## config.mk

```make
export PLATFORM = sky130hd
export DESIGN_NAME = ahb_arb_3m1s
export DESIGN_NICKNAME = d
export VERILOG_FILES = /design/src/rtl/ahb_arb_3m1s.sv
export SDC_FILE = /design/constraint.sdc
export NUM_CORES = 1
export LEC_CHECK = 0
export BUFFER_PORTS_ARGS = -buffer_cell sky130_fd_sc_hd__clkbuf_2
export CAP_MARGIN = 40
export CORE_AREA = 4 4 262 264
export CTS_CLUSTER_SIZE = 40
export DETAILED_ROUTE_END_ITERATION = 16
export DIE_AREA = 0 0 266 268
export PLACE_DENSITY_LB_ADDON = 0.12
export SYNTH_ARGS = -nofsm -noshare
export SYNTH_HDL_FRONTEND = slang
export SYNTH_SLANG_ARGS = --single-unit
```

## constraint.sdc

```tcl
create_clock -name HCLK -period 4.8 [get_ports HCLK]
set_input_delay 0 -clock HCLK [delete_from_list [all_inputs] [get_ports HCLK]]
set_output_delay 0 -clock HCLK [all_outputs]
set_load 0.005 [all_outputs]
```

## src/rtl/ahb_arb_3m1s.sv

```systemverilog
// Three-master AHB-Lite arbiter onto one slave: non-granted requests are captured and replayed.
// Define AHB_ARB_FIXED_PRIO_EN for fixed M0 > M1 > M2 owner selection instead of round-robin.
module ahb_arb_3m1s #(
  parameter int SZ = 64
) (
  input  logic          HCLK,
  input  logic          HRESETn,
  input  logic [31:0]   HADDR_M0,
  input  logic [1:0]    HTRANS_M0,
  input  logic          HWRITE_M0,
  input  logic [2:0]    HSIZE_M0,
  input  logic [SZ-1:0] HWDATA_M0,
  output logic          HREADY_M0,
  output logic [SZ-1:0] HRDATA_M0,
  input  logic [31:0]   HADDR_M1,
  input  logic [1:0]    HTRANS_M1,
  input  logic          HWRITE_M1,
  input  logic [2:0]    HSIZE_M1,
  input  logic [SZ-1:0] HWDATA_M1,
  output logic          HREADY_M1,
  output logic [SZ-1:0] HRDATA_M1,
  input  logic [31:0]   HADDR_M2,
  input  logic [1:0]    HTRANS_M2,
  input  logic          HWRITE_M2,
  input  logic [2:0]    HSIZE_M2,
  input  logic [SZ-1:0] HWDATA_M2,
  output logic          HREADY_M2,
  output logic [SZ-1:0] HRDATA_M2,
  input  logic          HREADY,
  input  logic [SZ-1:0] HRDATA,
  output logic [31:0]   HADDR,
  output logic [1:0]    HTRANS,
  output logic          HWRITE,
  output logic [2:0]    HSIZE,
  output logic [SZ-1:0] HWDATA
);

  logic [31:0]   m_addr  [3];
  logic [1:0]    m_trans [3];
  logic [2:0]    m_write;
  logic [2:0]    m_size  [3];
  logic [SZ-1:0] m_wdata [3];

  assign m_addr[0]  = HADDR_M0;
  assign m_addr[1]  = HADDR_M1;
  assign m_addr[2]  = HADDR_M2;
  assign m_trans[0] = HTRANS_M0;
  assign m_trans[1] = HTRANS_M1;
  assign m_trans[2] = HTRANS_M2;
  assign m_write    = {HWRITE_M2, HWRITE_M1, HWRITE_M0};
  assign m_size[0]  = HSIZE_M0;
  assign m_size[1]  = HSIZE_M1;
  assign m_size[2]  = HSIZE_M2;
  assign m_wdata[0] = HWDATA_M0;
  assign m_wdata[1] = HWDATA_M1;
  assign m_wdata[2] = HWDATA_M2;

  logic [1:0]  grant_q, grant_d;
  logic [1:0]  downer_q, downer_d;
  logic        dvalid_q, dvalid_d;
  logic [2:0]  pend_v;
  logic [2:0]  pend_v_nx;
  logic [2:0]  hready_m;
  logic [2:0]  cap;
  logic [2:0]  clr;
  logic [31:0] src_addr  [3];
  logic [1:0]  src_trans [3];
  logic [2:0]  src_write;
  logic [2:0]  src_size  [3];
  logic [31:0] g_addr;
  logic [1:0]  g_trans;
  logic        g_write;
  logic [2:0]  g_size;
  logic        req_src;
  logic        issue;

  genvar gi;
  generate
    for (gi = 0; gi < 3; gi++) begin : g_m
      logic        v_q, v_d;
      logic [31:0] addr_q, addr_d;
      logic [1:0]  trans_q, trans_d;
      logic        write_q, write_d;
      logic [2:0]  size_q, size_d;

      assign src_addr[gi]  = v_q ? addr_q  : m_addr[gi];
      assign src_trans[gi] = v_q ? trans_q : m_trans[gi];
      assign src_write[gi] = v_q ? write_q : m_write[gi];
      assign src_size[gi]  = v_q ? size_q  : m_size[gi];

      assign hready_m[gi] = v_q ? 1'b0 :
                            (dvalid_q && (downer_q == 2'(gi))) ? HREADY : 1'b1;
      // A live transfer issued directly by the granted owner must not also be captured.
      assign cap[gi] = m_trans[gi][1] & hready_m[gi] &
                       ~((grant_q == 2'(gi)) & issue & ~v_q);
      assign clr[gi] = (grant_q == 2'(gi)) & issue & v_q;

      always_comb begin
        v_d     = cap[gi] | (v_q & ~clr[gi]);
        addr_d  = cap[gi] ? m_addr[gi]  : addr_q;
        trans_d = cap[gi] ? m_trans[gi] : trans_q;
        write_d = cap[gi] ? m_write[gi] : write_q;
        size_d  = cap[gi] ? m_size[gi]  : size_q;
      end

      always_ff @(posedge HCLK or negedge HRESETn) begin
        if (!HRESETn) begin
          v_q     <= 1'b0;
          addr_q  <= '0;
          trans_q <= 2'b00;
          write_q <= 1'b0;
          size_q  <= '0;
        end else begin
          v_q     <= v_d;
          addr_q  <= addr_d;
          trans_q <= trans_d;
          write_q <= write_d;
          size_q  <= size_d;
        end
      end

      assign pend_v[gi]    = v_q;
      assign pend_v_nx[gi] = v_d;
    end
  endgenerate

  always_comb begin
    g_addr  = '0;
    g_trans = 2'b00;
    g_write = 1'b0;
    g_size  = '0;
    case (grant_q)
      2'd0: begin
        g_addr = src_addr[0]; g_trans = src_trans[0]; g_write = src_write[0]; g_size = src_size[0];
      end
      2'd1: begin
        g_addr = src_addr[1]; g_trans = src_trans[1]; g_write = src_write[1]; g_size = src_size[1];
      end
      2'd2: begin
        g_addr = src_addr[2]; g_trans = src_trans[2]; g_write = src_write[2]; g_size = src_size[2];
      end
      default: ;
    endcase
  end

  assign req_src = g_trans[1];
  assign issue   = req_src & HREADY;
  assign HADDR   = req_src ? g_addr  : 32'h0;
  assign HTRANS  = req_src ? g_trans : 2'b00;
  assign HWRITE  = req_src ? g_write : 1'b0;
  assign HSIZE   = req_src ? g_size  : 3'b000;

  always_comb begin
    HWDATA = '0;
    if (dvalid_q) begin
      case (downer_q)
        2'd0:    HWDATA = m_wdata[0];
        2'd1:    HWDATA = m_wdata[1];
        2'd2:    HWDATA = m_wdata[2];
        default: HWDATA = '0;
      endcase
    end
  end

  assign HREADY_M0 = hready_m[0];
  assign HREADY_M1 = hready_m[1];
  assign HREADY_M2 = hready_m[2];
  assign HRDATA_M0 = HRDATA;
  assign HRDATA_M1 = HRDATA;
  assign HRDATA_M2 = HRDATA;

`ifdef AHB_ARB_FIXED_PRIO_EN
  function automatic logic [1:0] pick_next(input logic [1:0] cur, input logic [2:0] pv);
    if (pv[0])      pick_next = 2'd0;
    else if (pv[1]) pick_next = 2'd1;
    else if (pv[2]) pick_next = 2'd2;
    else            pick_next = cur;
  endfunction
`else
  // Search cur+1, cur+2; when nobody else is pending the owner stays parked.
  function automatic logic [1:0] pick_next(input logic [1:0] cur, input logic [2:0] pv);
    logic [1:0] c1;
    logic [1:0] c2;
    c1 = (cur == 2'd2) ? 2'd0 : cur + 2'd1;
    c2 = (c1 == 2'd2) ? 2'd0 : c1 + 2'd1;
    if (pv[c1])      pick_next = c1;
    else if (pv[c2]) pick_next = c2;
    else             pick_next = cur;
  endfunction
`endif

  always_comb begin
    grant_d  = grant_q;
    dvalid_d = dvalid_q;
    downer_d = downer_q;
    if (HREADY) begin
      dvalid_d = issue;
      downer_d = grant_q;
      grant_d  = pick_next(grant_q, pend_v_nx);
    end
  end

  always_ff @(posedge HCLK or negedge HRESETn) begin
    if (!HRESETn) begin
      grant_q  <= 2'd0;
      dvalid_q <= 1'b0;
      downer_q <= 2'd0;
    end else begin
      grant_q  <= grant_d;
      dvalid_q <= dvalid_d;
      downer_q <= downer_d;
    end
  end

endmodule

```

==> metrics.md <==
| Metric | Value |
|---|---|
| Status | complete, no violations |
| Initial Utilization | 0.1507 |
| GR met1 Demand/Resource | 0.1647 |
| Post-synth cell types | 31 |
| Core Footprint | 66560 um2 |
| CTS buffer count | 17 |
| Setup TNS | 0 ns |
| Post-synth EDFFs | 0 |
| CTS H-tree lvls | 4 |
| RSZ-0062 raised after global routing | false |
| Leak pwr | 6.436 nW |
| Total of warnings raised by yosys | 0 |
| Clock latency on the worst-skew pair | 0.43 ns |
| Std cell rows | 95 |
| Worst min path class | primary input to output port |
| Hold path start | HRDATA[18] |
| Drt drc | 0 |
| CTS Root Cell | clkbuf_16 |
| Pwr dens | 542.0 nW/um2 |
| Grt met3 use | 0.06739 |
| Worst Setup SP | g_m[0].v_q |
| CP max FO | 77 |
| Max cap viols | 0 |
| Final Max Slew Viols | 0 |
| #FFs+latches synth | 122 |
| Final non-filler cell area | 13510 um2 |
| Area after DPL | 11710 um2 |
| CTS tree | done |
| Routed len/inst | 26.22 um |
| Max IR drop VDD | 0.2420 mV |
| Die ar. | 71290 um2 |
| Final Cycle Share | 0.6552 |
| Total Nets Final | 1737 |
| Initial antenna violation count | 41 |
| Syn_nets | 1445 |
| Async SR Flop Fraction | 1.000 |
| Vias/cell | 3.909 |
| Least-Margin Pin Slew | 0.8809 ns |
| Area Overhead vs Synth | 34.66% |
| Sequential-to-total area share from yosys stat | 0.3043 |
| Worst Path Required | 4.80 ns |
| Synth top area share | 0.3043 |
| WHS Endpoint | HRDATA_M1[18] |
| Drt first pass iters | 5 |
| Critical R2R Launch | grant_q[0] |
| Layout cells sized above 1 | 0.4561 |
| Layer with the highest usage | met2 |
| Largest area contributor in the netlist | dfrtp_1 |
| Largest cells by area after synthesis | dfrtp_1 30%, mux2_2 15%, buf_4 14% |
| First-pass GRT wire length | 79140 um |
| Vias in the first global route | 9387 |
| Reg2Reg Setup Slack | 2.22 ns |
| Vias post-DR | 8847 |
| Max Fclk | 318.0 MHz |
| Synth Flop Type | dfrtp_1 |
| Die W | 266 um |
| Tot GR Track Use | 0.1603 |
| Hold path depth | 0 |
| CTS sink cnt | 122 |
| WL final | 59350 um |
| Worst Setup End Kind | output port |
| GP Congestion | 0.7757 |
| Skew final | 0.008630 ns |
| Clock Path Buffers | 2 |
| Reg2reg end | g_m[2].addr_q[12] |
| Clock-pin slew on the worst setup and hold paths | 0.06 ns |
| Num ports | 670 |
| Arr. time, crit path | 3.14 ns |
| Mapped Cells | 1072 |
| Pin count of the biggest net entering global routing | 78 |
| Setup violators final | 0 |
| Max_slew headroom | 0.4127 |
| Final Hold Viols | 0 |
| Fin crit period | 3.145 ns |
| Average size of a mapped cell | 9.359 um2 |
| Synth Cell Area | 10030 um2 |
| Reg2Reg Depth | 6 |
| Critical path class | register to output port |
| Die span in y | 268 um |
| Port bufs | 413 |
| Grt total ovfl | 0 |
| Hpwl dp | 48620 um |
| Startpoint types | register |
| M2 GR Usage | 0.2939 |
| Antenna Nets Post-Route | 0 |
| Starting DRT DRC Count | 309 |
-- placed cells by master, fill, tap and decap left out, types with 2 or more instances in the layout --
cell           instances
clkinv_2               3
and2_1                65
or2_2                  2
mux2_2               132
clkbuf_8               4
inv_1                  5
mux2i_1              103
diode_2               13
a211o_1               37
nor2b_1               38
dfrtp_2                5
o21ai_0               66
buf_4                 12
nor2_1                 7
clkbuf_2             412
clkbuf_1               4
nand2_1              103
bufinv_16              3
dfrtp_1              114
buf_16                 5
mux2_4                19
dfrtp_4                3
clkbuf_16             17
nor2b_4                3
a21oi_1               44
nor3_1                 2
dlygate4sd3_1        116
a211oi_1              38
-- logic make-up (layout without fill, tap and decap cells) --
kind of cell    count (synthesis)  after routing  share of synthesized area
flops                         122            122                     0.3043
other cells                     0             13                          0
simple gates                  226            226                     0.1151
buf+inv                       279            584                     0.1809
mux                           254            254                     0.2793
compound gates                191            191                     0.1203
-- layer usage --
layer  wire (um)  vias up  part of all wire
li1            -     4121                 -
met1       21010     4178              0.35
met2       30810      360              0.52
met3        5112      172             0.086
met4        2304       16             0.039
met5         107        -            0.0018
-- area by class of cell --
| class | instances | area (um2) |
|---|---|---|
| flip-flops and latches | 122 | 3070 |
| repair buffers | 547 | 3482 |
| fillers | 7460 | 53050 |
| inverters | 5 | 18.77 |
| clock inverters | 7 | 112.6 |
| clock buffers | 25 | 495.5 |
| diodes | 13 | 32.53 |
| well taps | 873 | 1092 |
| multi-input cells | 671 | 5206 |
-- synthesized netlist by cell type, drive strengths merged, types with 5 or more instances --
cell type,count
a211o,37
a211oi,39
a21oi,44
and2,65
buf,219
clkbuf,55
dfrtp,122
inv,5
mux2,151
mux2i,103
nand2,103
nor2,7
nor2b,41
o21ai,66
-- power by group --
part,switching [mW],total [mW],internal [mW]
clock network,0.501,1.37,0.870
registers,0.327,1.72,1.39
logic,2.36,4.23,1.88
-- stage by stage --
stage / util / std cells / power (mW) / hold WS (ns) / setup WS (ns)
global route: 0.2026 / 2254 / 7.921 / 0.00002442 / 1.347
CTS: 0.2025 / 2250 / 7.577 / 0.00006676 / 1.531
finish: 0.2030 / 2263 / 7.322 / 0.000001201 / 1.655
floorplan: - / 1072 / 4.118 / -0.2956 / 2.853
detailed placement: 0.1759 / 2102 / 6.067 / -0.05664 / 2.020
global placement: 0.1735 / 2096 / 5.972 / 0.00006676 / 1.615
-- worst max-delay path, cell delays in order, from the launching register on --
cell and delay (ns):
dfrtp_4 0.99, mux2i_1 0.27, nor3_1 0.10, a211oi_4 0.59
buf_4 0.46, a21oi_1 0.10, clkbuf_2 0.14
-- how the worst max path moves through the flow --
stage / end / cells past startpoint
floorplan: g_m[0].addr_q[12] / 7
global placement: g_m[2].size_q[2] / 4
detailed placement: HSIZE[1] / 6
CTS: HSIZE[1] / 6
global route: HTRANS[0] / 6
finish: HTRANS[0] / 6
-- flip-flops by register name, indices dropped and copies added (netlist names) --
signal and count:
g_m.addr_q 96, g_m.v_q 3, grant_q 2, downer_q 2, dvalid_q 1, g_m.trans_q 6, g_m.size_q 9, g_m.write_q 3
-- timing repair --
item                                    in CTS  in global routing
hold endpoints to repair                   198                  0
buffers inserted                             0                  0
endpoints found under the setup margin       0                  0
hold buffers                               116                  0
resized for setup                            0                  0
Note: power is estimated with default switching activity, not from simulation.
